File: config.mk
export PLATFORM = sky130hd
export DESIGN_NAME = gpio_bank_ctrl
export DESIGN_NICKNAME = d
export VERILOG_FILES = /design/src/rtl/gpio_bank_ctrl.sv
export SDC_FILE = /design/constraint.sdc
export NUM_CORES = 1
export LEC_CHECK = 0
export ABC_CLOCK_PERIOD_IN_PS = 2900
export CAP_MARGIN = 20
export CORE_ASPECT_RATIO = 0.5
export CORE_MARGIN = 10
export CORE_UTILIZATION = 35
export DETAILED_ROUTE_END_ITERATION = 10
export DONT_BUFFER_PORTS = 1
export SETUP_SLACK_MARGIN = 0.02
export SYNTH_ARGS = -nofsm -noshare
export SYNTH_HDL_FRONTEND = slang
export SYNTH_SLANG_ARGS = --single-unit
File: constraint.sdc
create_clock -name clk -period 2.9 [get_ports clk]
set_input_delay 0.58 -clock clk [delete_from_list [all_inputs] [get_ports clk]]
set_output_delay 0.58 -clock clk [all_outputs]
set_load 0.01 [all_outputs]
File: src/rtl/gpio_bank_ctrl.sv
`default_nettype none
// ============================================================================
// Module   : gpio_bank_ctrl
// Brief    : Memory-mapped multi-channel GPIO bank with edge-capture status,
//            switch debouncing and a single registered interrupt.
// Revision : 1.0 - initial release
// ============================================================================
module gpio_bank_ctrl #(
    parameter int CHANNELS   = 2,
    parameter int WIDTH      = 36,
    parameter int ADDR_W     = 24,
    parameter int BASE       = 0,
    parameter int SW_W       = 4,
    parameter int DEB_CYCLES = 16
) (
    input  logic                      clk,
    input  logic                      rst,
    input  logic [ADDR_W-1:0]         addr,
    input  logic                      we,
    input  logic                      re,
    input  logic [WIDTH-1:0]          wdata,
    output logic [WIDTH-1:0]          rdata,
    input  logic [CHANNELS*WIDTH-1:0] gpio_in,
    output logic [CHANNELS*WIDTH-1:0] gpio_out,
    output logic [CHANNELS*WIDTH-1:0] gpio_oe,
    input  logic [SW_W-1:0]           switches,
    output logic                      irq
);

    localparam int                c_cnt_w    = $clog2(DEB_CYCLES);
    localparam logic [ADDR_W-1:0] c_base     = ADDR_W'(BASE);
    localparam logic [ADDR_W-1:0] c_sw_off   = ADDR_W'(CHANNELS * 8);
    localparam logic [c_cnt_w-1:0] c_cnt_last = c_cnt_w'(DEB_CYCLES - 1);

    logic                             w_mapped;
    logic [ADDR_W-1:0]                w_off;
    logic                             w_ch_hit;
    logic                             w_sw_hit;
    logic [2:0]                       w_ch;
    logic [2:0]                       w_reg;
    logic [CHANNELS-1:0][WIDTH-1:0]   w_rd_ch;
    logic [CHANNELS-1:0]              w_status_any;
    logic [WIDTH-1:0]                 w_rd_val;

    logic [WIDTH-1:0]                 r_rdata;
    logic                             r_irq;
    logic [SW_W-1:0]                  r_sw_s1;
    logic [SW_W-1:0]                  r_sw_s2;
    logic [SW_W-1:0]                  r_sw_deb;
    logic [c_cnt_w-1:0]               r_sw_cnt [SW_W];

    assign w_mapped = (addr >= c_base);
    assign w_off    = addr - c_base;
    assign w_ch_hit = w_mapped && (w_off < c_sw_off);
    assign w_sw_hit = w_mapped && (w_off == c_sw_off);
    assign w_ch     = w_off[5:3];
    assign w_reg    = w_off[2:0];

    generate
        for (genvar c = 0; c < CHANNELS; c++) begin : g_ch
            logic             w_sel;
            logic [WIDTH-1:0] w_edges;
            logic [WIDTH-1:0] w_clr;
            logic [WIDTH-1:0] w_rd;
            logic [WIDTH-1:0] r_out;
            logic [WIDTH-1:0] r_dir;
            logic [WIDTH-1:0] r_rise_en;
            logic [WIDTH-1:0] r_fall_en;
            logic [WIDTH-1:0] r_status;
            logic [WIDTH-1:0] r_sync1;
            logic [WIDTH-1:0] r_sync2;
            logic [WIDTH-1:0] r_prev;

            assign w_sel   = w_ch_hit && (w_ch == 3'(c));
            assign w_edges = (r_sync2 & ~r_prev & r_rise_en) |
                             (~r_sync2 & r_prev & r_fall_en);
            assign w_clr   = (we && w_sel && (w_reg == 3'd5)) ? wdata : '0;

            always_ff @(posedge clk) begin
                if (!rst) begin
                    r_out     <= '0;
                    r_dir     <= '0;
                    r_rise_en <= '0;
                    r_fall_en <= '0;
                    r_status  <= '0;
                    r_sync1   <= '0;
                    r_sync2   <= '0;
                    r_prev    <= '0;
                end else begin
                    r_sync1 <= gpio_in[c*WIDTH +: WIDTH];
                    r_sync2 <= r_sync1;
                    r_prev  <= r_sync2;
                    if (we && w_sel) begin
                        case (w_reg)
                            3'd1:    r_out     <= wdata;
                            3'd2:    r_dir     <= wdata;
                            3'd3:    r_rise_en <= wdata;
                            3'd4:    r_fall_en <= wdata;
                            3'd6:    r_out     <= r_out | wdata;
                            3'd7:    r_out     <= r_out & ~wdata;
                            default: ;
                        endcase
                    end
                    // A freshly detected edge overrides a same-cycle W1C.
                    r_status <= (r_status & ~w_clr) | w_edges;
                end
            end

            always_comb begin
                w_rd = '0;
                if (w_sel) begin
                    case (w_reg)
                        3'd0:    w_rd = r_sync2;
                        3'd1:    w_rd = r_out;
                        3'd2:    w_rd = r_dir;
                        3'd3:    w_rd = r_rise_en;
                        3'd4:    w_rd = r_fall_en;
                        3'd5:    w_rd = r_status;
                        default: w_rd = '0;
                    endcase
                end
            end

            assign w_rd_ch[c]                 = w_rd;
            assign w_status_any[c]            = |r_status;
            assign gpio_out[c*WIDTH +: WIDTH] = r_out;
            assign gpio_oe[c*WIDTH +: WIDTH]  = r_dir;
        end
    endgenerate

    // Channel read values are pre-gated by their own select, so OR-merge.
    always_comb begin
        w_rd_val = '0;
        for (int c = 0; c < CHANNELS; c++) begin
            w_rd_val = w_rd_val | w_rd_ch[c];
        end
        if (w_sw_hit) begin
            w_rd_val = WIDTH'(r_sw_deb);
        end
    end

    always_ff @(posedge clk) begin
        if (!rst) begin
            r_rdata <= '0;
            r_irq   <= 1'b0;
        end else begin
            if (re) begin
                r_rdata <= w_rd_val;
            end
            r_irq <= |w_status_any;
        end
    end

    always_ff @(posedge clk) begin
        if (!rst) begin
            r_sw_s1  <= '0;
            r_sw_s2  <= '0;
            r_sw_deb <= '0;
            for (int i = 0; i < SW_W; i++) begin
                r_sw_cnt[i] <= '0;
            end
        end else begin
            r_sw_s1 <= switches;
            r_sw_s2 <= r_sw_s1;
            for (int i = 0; i < SW_W; i++) begin
                if (r_sw_s2[i] != r_sw_deb[i]) begin
                    if (r_sw_cnt[i] == c_cnt_last) begin
                        r_sw_deb[i] <= r_sw_s2[i];
                        r_sw_cnt[i] <= '0;
                    end else begin
                        r_sw_cnt[i] <= r_sw_cnt[i] + 1'b1;
                    end
                end else begin
                    r_sw_cnt[i] <= '0;
                end
            end
        end
    end

    assign rdata = r_rdata;
    assign irq   = r_irq;

endmodule
`default_nettype wire
==> results of run 1 <==
[cell usage in the layout, fill, tap and decap left out, types with 8 or more instances in the layout]
cell,Yosys,layout
conb_1,1,16
clkbuf_8,14,10
a21oi_2,90,90
mux4_2,21,21
a21boi_1,11,11
nand2_1,673,672
a211oi_1,16,16
edfxtp_1,16,16
a21boi_0,61,61
dfxtp_1,625,625
nor4_4,8,8
clkinv_2,0,16
o221ai_1,9,9
o21ai_0,116,116
mux2i_1,49,49
nand3_1,26,26
buf_4,0,63
and2_1,225,225
a22oi_1,52,52
nor2_1,37,35
clkbuf_16,0,63
clkbuf_1,132,13
mux2_2,38,38
xor2_1,12,12
o211ai_1,9,9
nand3b_1,73,73
nor4_1,23,23
o21a_1,108,108
a21oi_1,245,245
buf_12,2,14
a21o_1,70,70
a221oi_1,22,22
[through the flow]
| step | instances | instance area (um^2) | worst slack [ns] | hold slack [ns] | util [%] |
|---|---|---|---|---|---|
| finish | 3995 | 30100 | 0.619 | 0.0542 | 39.0 |
| global route | 3990 | 30000 | 0.585 | 0.0403 | 39.0 |
| CTS | 3990 | 30000 | 0.721 | 0.0303 | 39.0 |
| detailed placement | 3876 | 27900 | 0.0736 | 0.418 | 36.2 |
| global placement | 3876 | 27900 | 0.0909 | 0.416 | 36.2 |
| floorplan | 3008 | 27200 | 0.521 | 0.412 | - |
[worst paths after layout]
| path | from | end | slack, ns | cells after the start |
|---|---|---|---|---|
| hold / removal | wdata[3] | g_ch[0].r_out[3]$_SDFFE_PN0P_ | 0.05 | 1 |
| setup reg to reg | g_ch[1].r_status[5]$_SDFF_PN0_ | irq$_SDFF_PN0_ | 1.22 | 4 |
| hold reg to reg | r_sw_s1[2]$_SDFF_PN0_ | r_sw_s2[2]$_SDFF_PN0_ | 0.43 | 1 |
| setup / recovery | addr[21] | rdata[2]$_SDFFE_PN0P_ | 0.62 | 7 |
[final cells by class]
cell class                 instances  area (um^2)  area share [%]
antenna                            5         12.5          0.0416
clock inverter                    28          332            1.10
tap                             1036         1300            4.31
clock buffer                      86         1760            5.87
inverter                           9         41.3           0.137
timing repair buffer              77          753            2.51
sequential                       641        13000            43.2
multi-input combinational       2113        12900            42.8
[state kept, by name, indices dropped and copies added (netlist names)]
register        count
g_ch.r_dir         72
g_ch.r_fall_en     72
g_ch.r_out         72
g_ch.r_prev        72
g_ch.r_rise_en     72
g_ch.r_status      72
g_ch.r_sync1       72
g_ch.r_sync2       72
rdata              36
r_sw_cnt           16
r_sw_deb            4
r_sw_s1             4
r_sw_s2             4
irq                 1
[power by group]
group | leakage (nW) | switching, W | internal [W]
Combinational | 4.74 | 0.000382 | 0.000248
Sequential | 5.24 | 0.0000813 | 0.00897
Clock | 1.04 | 0.00354 | 0.00485
[logic make-up after synthesis]
family	share of synthesized area, %
AOI/OAI and AO/OA	21.3
xor gates and xnor gates	0.386
adders and majority gates	0.184
buffers and inverters	5.29
DFF	47.8
muxes	5.12
other	0.0138
and+or+nand+nor	20.0
[synthesized netlist by cell type, types with 6 or more instances]
cell and n:
dfxtp_1 625, a211oi_1 16, a21oi_1 245, o211ai_1 9, nand3b_1 73, a21boi_0 61
nor2b_1 9, inv_1 7, nand3_1 26, buf_2 63, a21o_1 70, mux2i_1 49
edfxtp_1 16, a21boi_1 11, mux4_2 21, clkbuf_8 14, and4_1 6, nand2_1 673
o21a_1 108, a221o_1 7, xor2_1 12, a221oi_1 22, o2111ai_1 7, mux2_2 38
clkbuf_1 132, a22oi_1 52, nand4_1 6, nor4_1 23, a22o_1 6, nor4_4 8
and2_1 225, o221ai_1 9, nor2_1 37, o21ai_0 116, a21oi_2 90, buf_6 31
o2111a_1 6
[layer usage]
metal / vias to the layer above / track usage (%)
met1: 10900 / 25.3
met4: 16 / 9.42
met3: 271 / 4.21
met2: 1024 / 34.3
li1: 10200 / -
met5: - / 0
[critical path, stage by stage]
cell	delay, ns
nor4_1	0.28
nand4_1	0.37
buf_4	0.29
nor3_1	0.77
buf_4	0.29
nand2_1	0.09
o21ai_0	0.16
==> flow_metrics.py, run 1 <==
metrics = {
    "placement": {
        "port_buffers": 0,
        "dp.final_hpwl_mm": 64.3,
        "finalWeightedCongestion": 0.869,
    },
    "synth": {
        "synth_cell_types": 68,
        "synth_top_cell_area_share_pct": 46.0,
        "netlist_area_mm2": 0.0272,
        "yosys-top-cells-area": "dfxtp_1, nand2_1, and2_1, a21oi_1, o21a_1",
        "synthCells": 2993,
        "synth_edf_count": 16,
        "synth.largest_area_cell": "dfxtp_1",
        "ys_seq_area_share_pct": 47.8,
        "synth_flop_cell": "dfxtp_1",
        "avgSynthCellArea_um2": 9.09,
        "synth.yosys.warnings": 0,
        "yosys_register_bits": 641,
        "async_flop_share_pct": 0,
    },
    "route": {
        "wl_per_cell_um": 24.4,
        "top_layer": "met5",
        "via_per_inst": 5.61,
        "postRouteWirelength_mm": 97.6,
        "route.detailed.drc": 0,
        "drt_first_pass_iters": 7,
        "wl_met1_mm": 39.1,
        "met2WireLength_mm": 45.8,
        "ant_nets": 0,
        "met3_wirelength_mm": 7.77,
        "vias": 22400,
        "drtIter0Drc": 2192,
    },
    "power": {
        "total_power_w": 0.0181,
        "p_per_area_mw_per_mm2": 602,
        "power.leakage_nw": 11.0,
        "peakVddDrop_mv": 0.514,
    },
    "clock_network": {
        "cts_tree": "yes",
        "htreeDepth": 2,
        "cts_buffer_depth": 3,
        "clock_latency_ns": 0.63,
        "ctsResizeCount": 0,
        "cts_sinks": 641,
        "postCtsHoldBufs": 0,
        "numCtsBuffers": 61,
        "clkSlewWorstSetupHoldPaths_ns": 0.06,
        "clock-root-buffer": "clkbuf_16",
        "postCtsSetupRepairBufs": 0,
    },
    "floorplanning": {
        "fp.coreArea_mm2": 0.0771,
        "boundaryPins": 321,
        "die_area_mm2": 0.0899,
        "die_x_um": 414,
        "rows": 72,
        "start_util_pct": 35.3,
        "die_height_um": 217,
    },
    "worst_setup_path": {
        "crit_fanout": 8,
        "critical_path_class": "input pin to flip-flop",
        "start_kind": "input pin",
        "crit_arrival_ns": 2.83,
        "required_ns": 3.45,
        "crit_path_end_kind": "flip-flop",
    },
    "global_routing": {
        "antenna_found_initial": 19,
        "grtUsageTotal_pct": 20.4,
        "gr-total-overflow": 0,
        "grt_pass1_wl_mm": 142,
        "grt_max_degree": 385,
        "first_global_vias": 21200,
    },
    "run": {
        "maxCapViolations": 0,
    },
    "sta": {
        "worstMarginPinSlew_ns": 0.955,
        "drv_slew": 0,
        "fin_worst_skew_ns": 0.0134,
        "period_share_pct": 78.7,
        "hold_viol_final": 0,
        "finalSetupViolCount": 0,
        "fmax_ghz": 0.438,
        "rsz0062_at_grt": "no",
        "max_slew_margin_pct": 35.8,
        "finalSetupTns_ns": 0,
        "fin_crit_ns": 2.28,
    },
    "finish": {
        "fill_cells": 7682,
        "area_growth_pct": 10.5,
        "layout-drive-gt1-share_pct": 11.9,
        "nets": 3047,
    },
    "status": {
        "status": "complete, no violations",
    },
    "hold_path": {
        "hp-class": "input pin to flip-flop",
    },
}
(Power assumes the default switching activity.)
==> run 2, diff against run 1 <==
--- a/config.mk
+++ b/config.mk
@@ -5,7 +5,7 @@
 export SDC_FILE = /design/constraint.sdc
 export NUM_CORES = 1
 export LEC_CHECK = 0
-export ABC_CLOCK_PERIOD_IN_PS = 2900
+export ABC_CLOCK_PERIOD_IN_PS = 1900
 export CAP_MARGIN = 20
 export CORE_ASPECT_RATIO = 0.5
 export CORE_MARGIN = 10
==> constraint.sdc (replaced) <==
create_clock -name clk -period 1.9 [get_ports clk]
set_input_delay 0.38 -clock clk [delete_from_list [all_inputs] [get_ports clk]]
set_output_delay 0.38 -clock clk [all_outputs]
set_load 0.01 [all_outputs]
==> flow_metrics.py, run 2 (synthesis results as in run 1) <==
metrics = {
    "worst_setup_path": {
        "crit_path_end_kind": "flip-flop",
        "regToRegSetupSlack_ns": 0.28,
        "slowest_delay_ns": 0.58,
        "crit_fanout": 28,
        "cp_num_buf_inv": 2,
        "required_ns": 2.43,
        "r2r_end": "irq$_SDFF_PN0_",
        "critical_path_class": "input pin to flip-flop",
        "reg2reg_from": "g_ch[1].r_status[19]$_SDFF_PN0_",
        "crit_slowest_cell": "or4_4",
        "start_kind": "input pin",
        "cpLargestDelayFamily": "simple AND/OR/NAND/NOR gates",
        "rr_worst_depth": 4,
        "crit_arrival_ns": 2.25,
        "crit_chain": "or4_4 -> nor4_1 -> buf_4 -> nand3_1 -> buf_12 -> a221oi_1",
    },
    "sta": {
        "fin_crit_ns": 1.72,
        "hold_viol_final": 0,
        "fin_hold_ws_ns": 0.0139,
        "max_slew_margin_pct": 35.0,
        "finalSetupViolCount": 0,
        "period_share_pct": 90.5,
        "worstMarginPinSlew_ns": 0.971,
        "rsz0062_at_grt": "no",
        "drv_slew": 0,
        "fin_worst_skew_ns": 0.0168,
        "worst_slack_ns": 0.180,
        "fmax_ghz": 0.581,
    },
    "power": {
        "peakVddDrop_mv": 0.658,
        "intPower_w": 0.0210,
        "power.leakage_nw": 13.0,
        "combPwrFrac_pct": 6.3,
        "switchingPower_w": 0.00631,
        "p_clk_share_pct": 43.1,
        "p_seq_share_pct": 50.6,
        "swShare_pct": 23.1,
        "p_per_area_mw_per_mm2": 801,
    },
    "global_routing": {
        "antenna_found_initial": 2,
        "first_global_vias": 23400,
        "gr-total-overflow": 0,
        "grtUsageTotal_pct": 22.3,
        "grt_max_degree": 291,
        "grt_pass1_wl_mm": 156,
    },
    "finish": {
        "fill_cells": 7413,
        "multiInputGateArea_mm2": 0.0132,
        "nets": 3415,
        "final_cell_mix": "nand2_1, dfxtp_1, dlygate4sd3_1",
        "layout-drive-gt1-share_pct": 14.5,
        "instances_no_fill": 4353,
        "regArea_mm2": 0.0130,
        "area_growth_pct": 25.4,
        "final_common_cell": "nand2_1",
        "final_core_util_pct": 44.2,
    },
    "hold_path": {
        "hp-class": "input pin to flip-flop",
        "hold_depth": 2,
        "hold_end": "g_ch[1].r_status[27]$_SDFF_PN0_",
        "min_from": "wdata[27]",
    },
    "route": {
        "drt_first_pass_iters": 6,
        "via_per_inst": 5.57,
        "vias": 24200,
        "wl_per_cell_um": 24.4,
        "drtIter0Drc": 2342,
        "ant_nets": 0,
        "postRouteWirelength_mm": 106,
        "route.detailed.drc": 0,
    },
    "placement": {
        "dp_slack_ns": -0.541,
        "placed_cells": 3926,
        "port_buffers": 0,
        "dp.final_hpwl_mm": 67.2,
        "finalWeightedCongestion": 0.877,
    },
    "floorplanning": {
        "fp.coreArea_mm2": 0.0771,
        "rows": 72,
        "die_height_um": 217,
        "boundaryPins": 321,
        "die_area_mm2": 0.0899,
        "die_x_um": 414,
        "start_util_pct": 35.3,
    },
    "clock_network": {
        "clock-root-buffer": "clkbuf_16",
        "htreeDepth": 2,
        "cts_sinks": 641,
        "cts_buffer_depth": 3,
        "numCtsBuffers": 59,
        "clock_latency_ns": 0.63,
        "clkSlewWorstSetupHoldPaths_ns": 0.07,
        "cts_tree": "yes",
        "postCtsSetupRepairBufs": 0,
    },
    "run": {
        "maxCapViolations": 0,
    },
    "status": {
        "status": "complete, no violations",
    },
}
==> run 2: per-stage QoR <==
| step | setup TNS [ns] | total power, W | instance area (um^2) |
|---|---|---|---|
| after detailed placement | -111.46 | 0.0152 | 29000 |
| after CTS | 0 | 0.0274 | 34100 |
| after global placement | -106.53 | 0.0151 | 29000 |
| after floorplan | -59.78 | 0.0151 | 27900 |
| final | 0 | 0.0273 | 34100 |
| after global routing | 0 | 0.0280 | 34100 |
==> run 2: worst register-to-register path: cells and delay by family (launching register included) <==
| family | cells | cell delay (ns) |
|---|---|---|
| flops | 1 | 0.33 |
| simple gates | 3 | 1.06 |
| compound gates | 1 | 0.10 |
==> run 2: how the worst max path moves through the flow <==
| stage | startpoint | endpoint | slack, ns | depth (start not counted) |
|---|---|---|---|---|
| 6_report | addr[5] | rdata[15]$_SDFFE_PN0P_ | 0.18 | 6 |
| 5_1_grt | addr[5] | rdata[15]$_SDFFE_PN0P_ | 0.18 | 6 |
| 4_1_cts | addr[5] | rdata[26]$_SDFFE_PN0P_ | 0.09 | 7 |
| 3_5_place_dp | addr[5] | rdata[26]$_SDFFE_PN0P_ | -0.54 | 7 |
| 3_3_place_gp | addr[5] | rdata[26]$_SDFFE_PN0P_ | -0.52 | 7 |
| 2_1_floorplan | addr[5] | g_ch[1].r_rise_en[10]$_SDFFE_PN0P_ | -0.26 | 7 |
==> run 2: layout make-up <==
class | instances | share of cell area (%)
Multi-Input combinational cell | 2113 | 38.8
Sequential cell | 641 | 38.1
Timing Repair Buffer | 447 | 13.7
Clock buffer | 100 | 5.38
Tap cell | 1036 | 3.80
Inverter | 9 | 0.121
Clock inverter | 6 | 0.0881
Antenna cell | 1 | 0.00734
==> run 2: power by group through the flow <==
stage	registers (W)	logic [W]	clock network, W
floorplan	0.0141	0.000988	0
global placement	0.0141	0.00102	0
detailed placement	0.0141	0.00103	0
CTS	0.0138	0.00167	0.0119
global route	0.0138	0.00179	0.0124
finish	0.0138	0.00171	0.0118
==> run 2: repair_timing <==
item,4_1_cts,5_1_grt
endpoints found under the hold margin,594,0
hold buffers,320,0
setup endpoints to repair,0,2
gates resized for setup,0,1
==> run 2: per-layer routing <==
metal  vias up  global-route usage (%)  wire [um]
li1      10900                       -          -
met1     11800                    27.9      42400
met2      1167                    37.3      49500
met3       339                    3.54       8060
met4         2                    11.3       6080
met5         -                       0         13
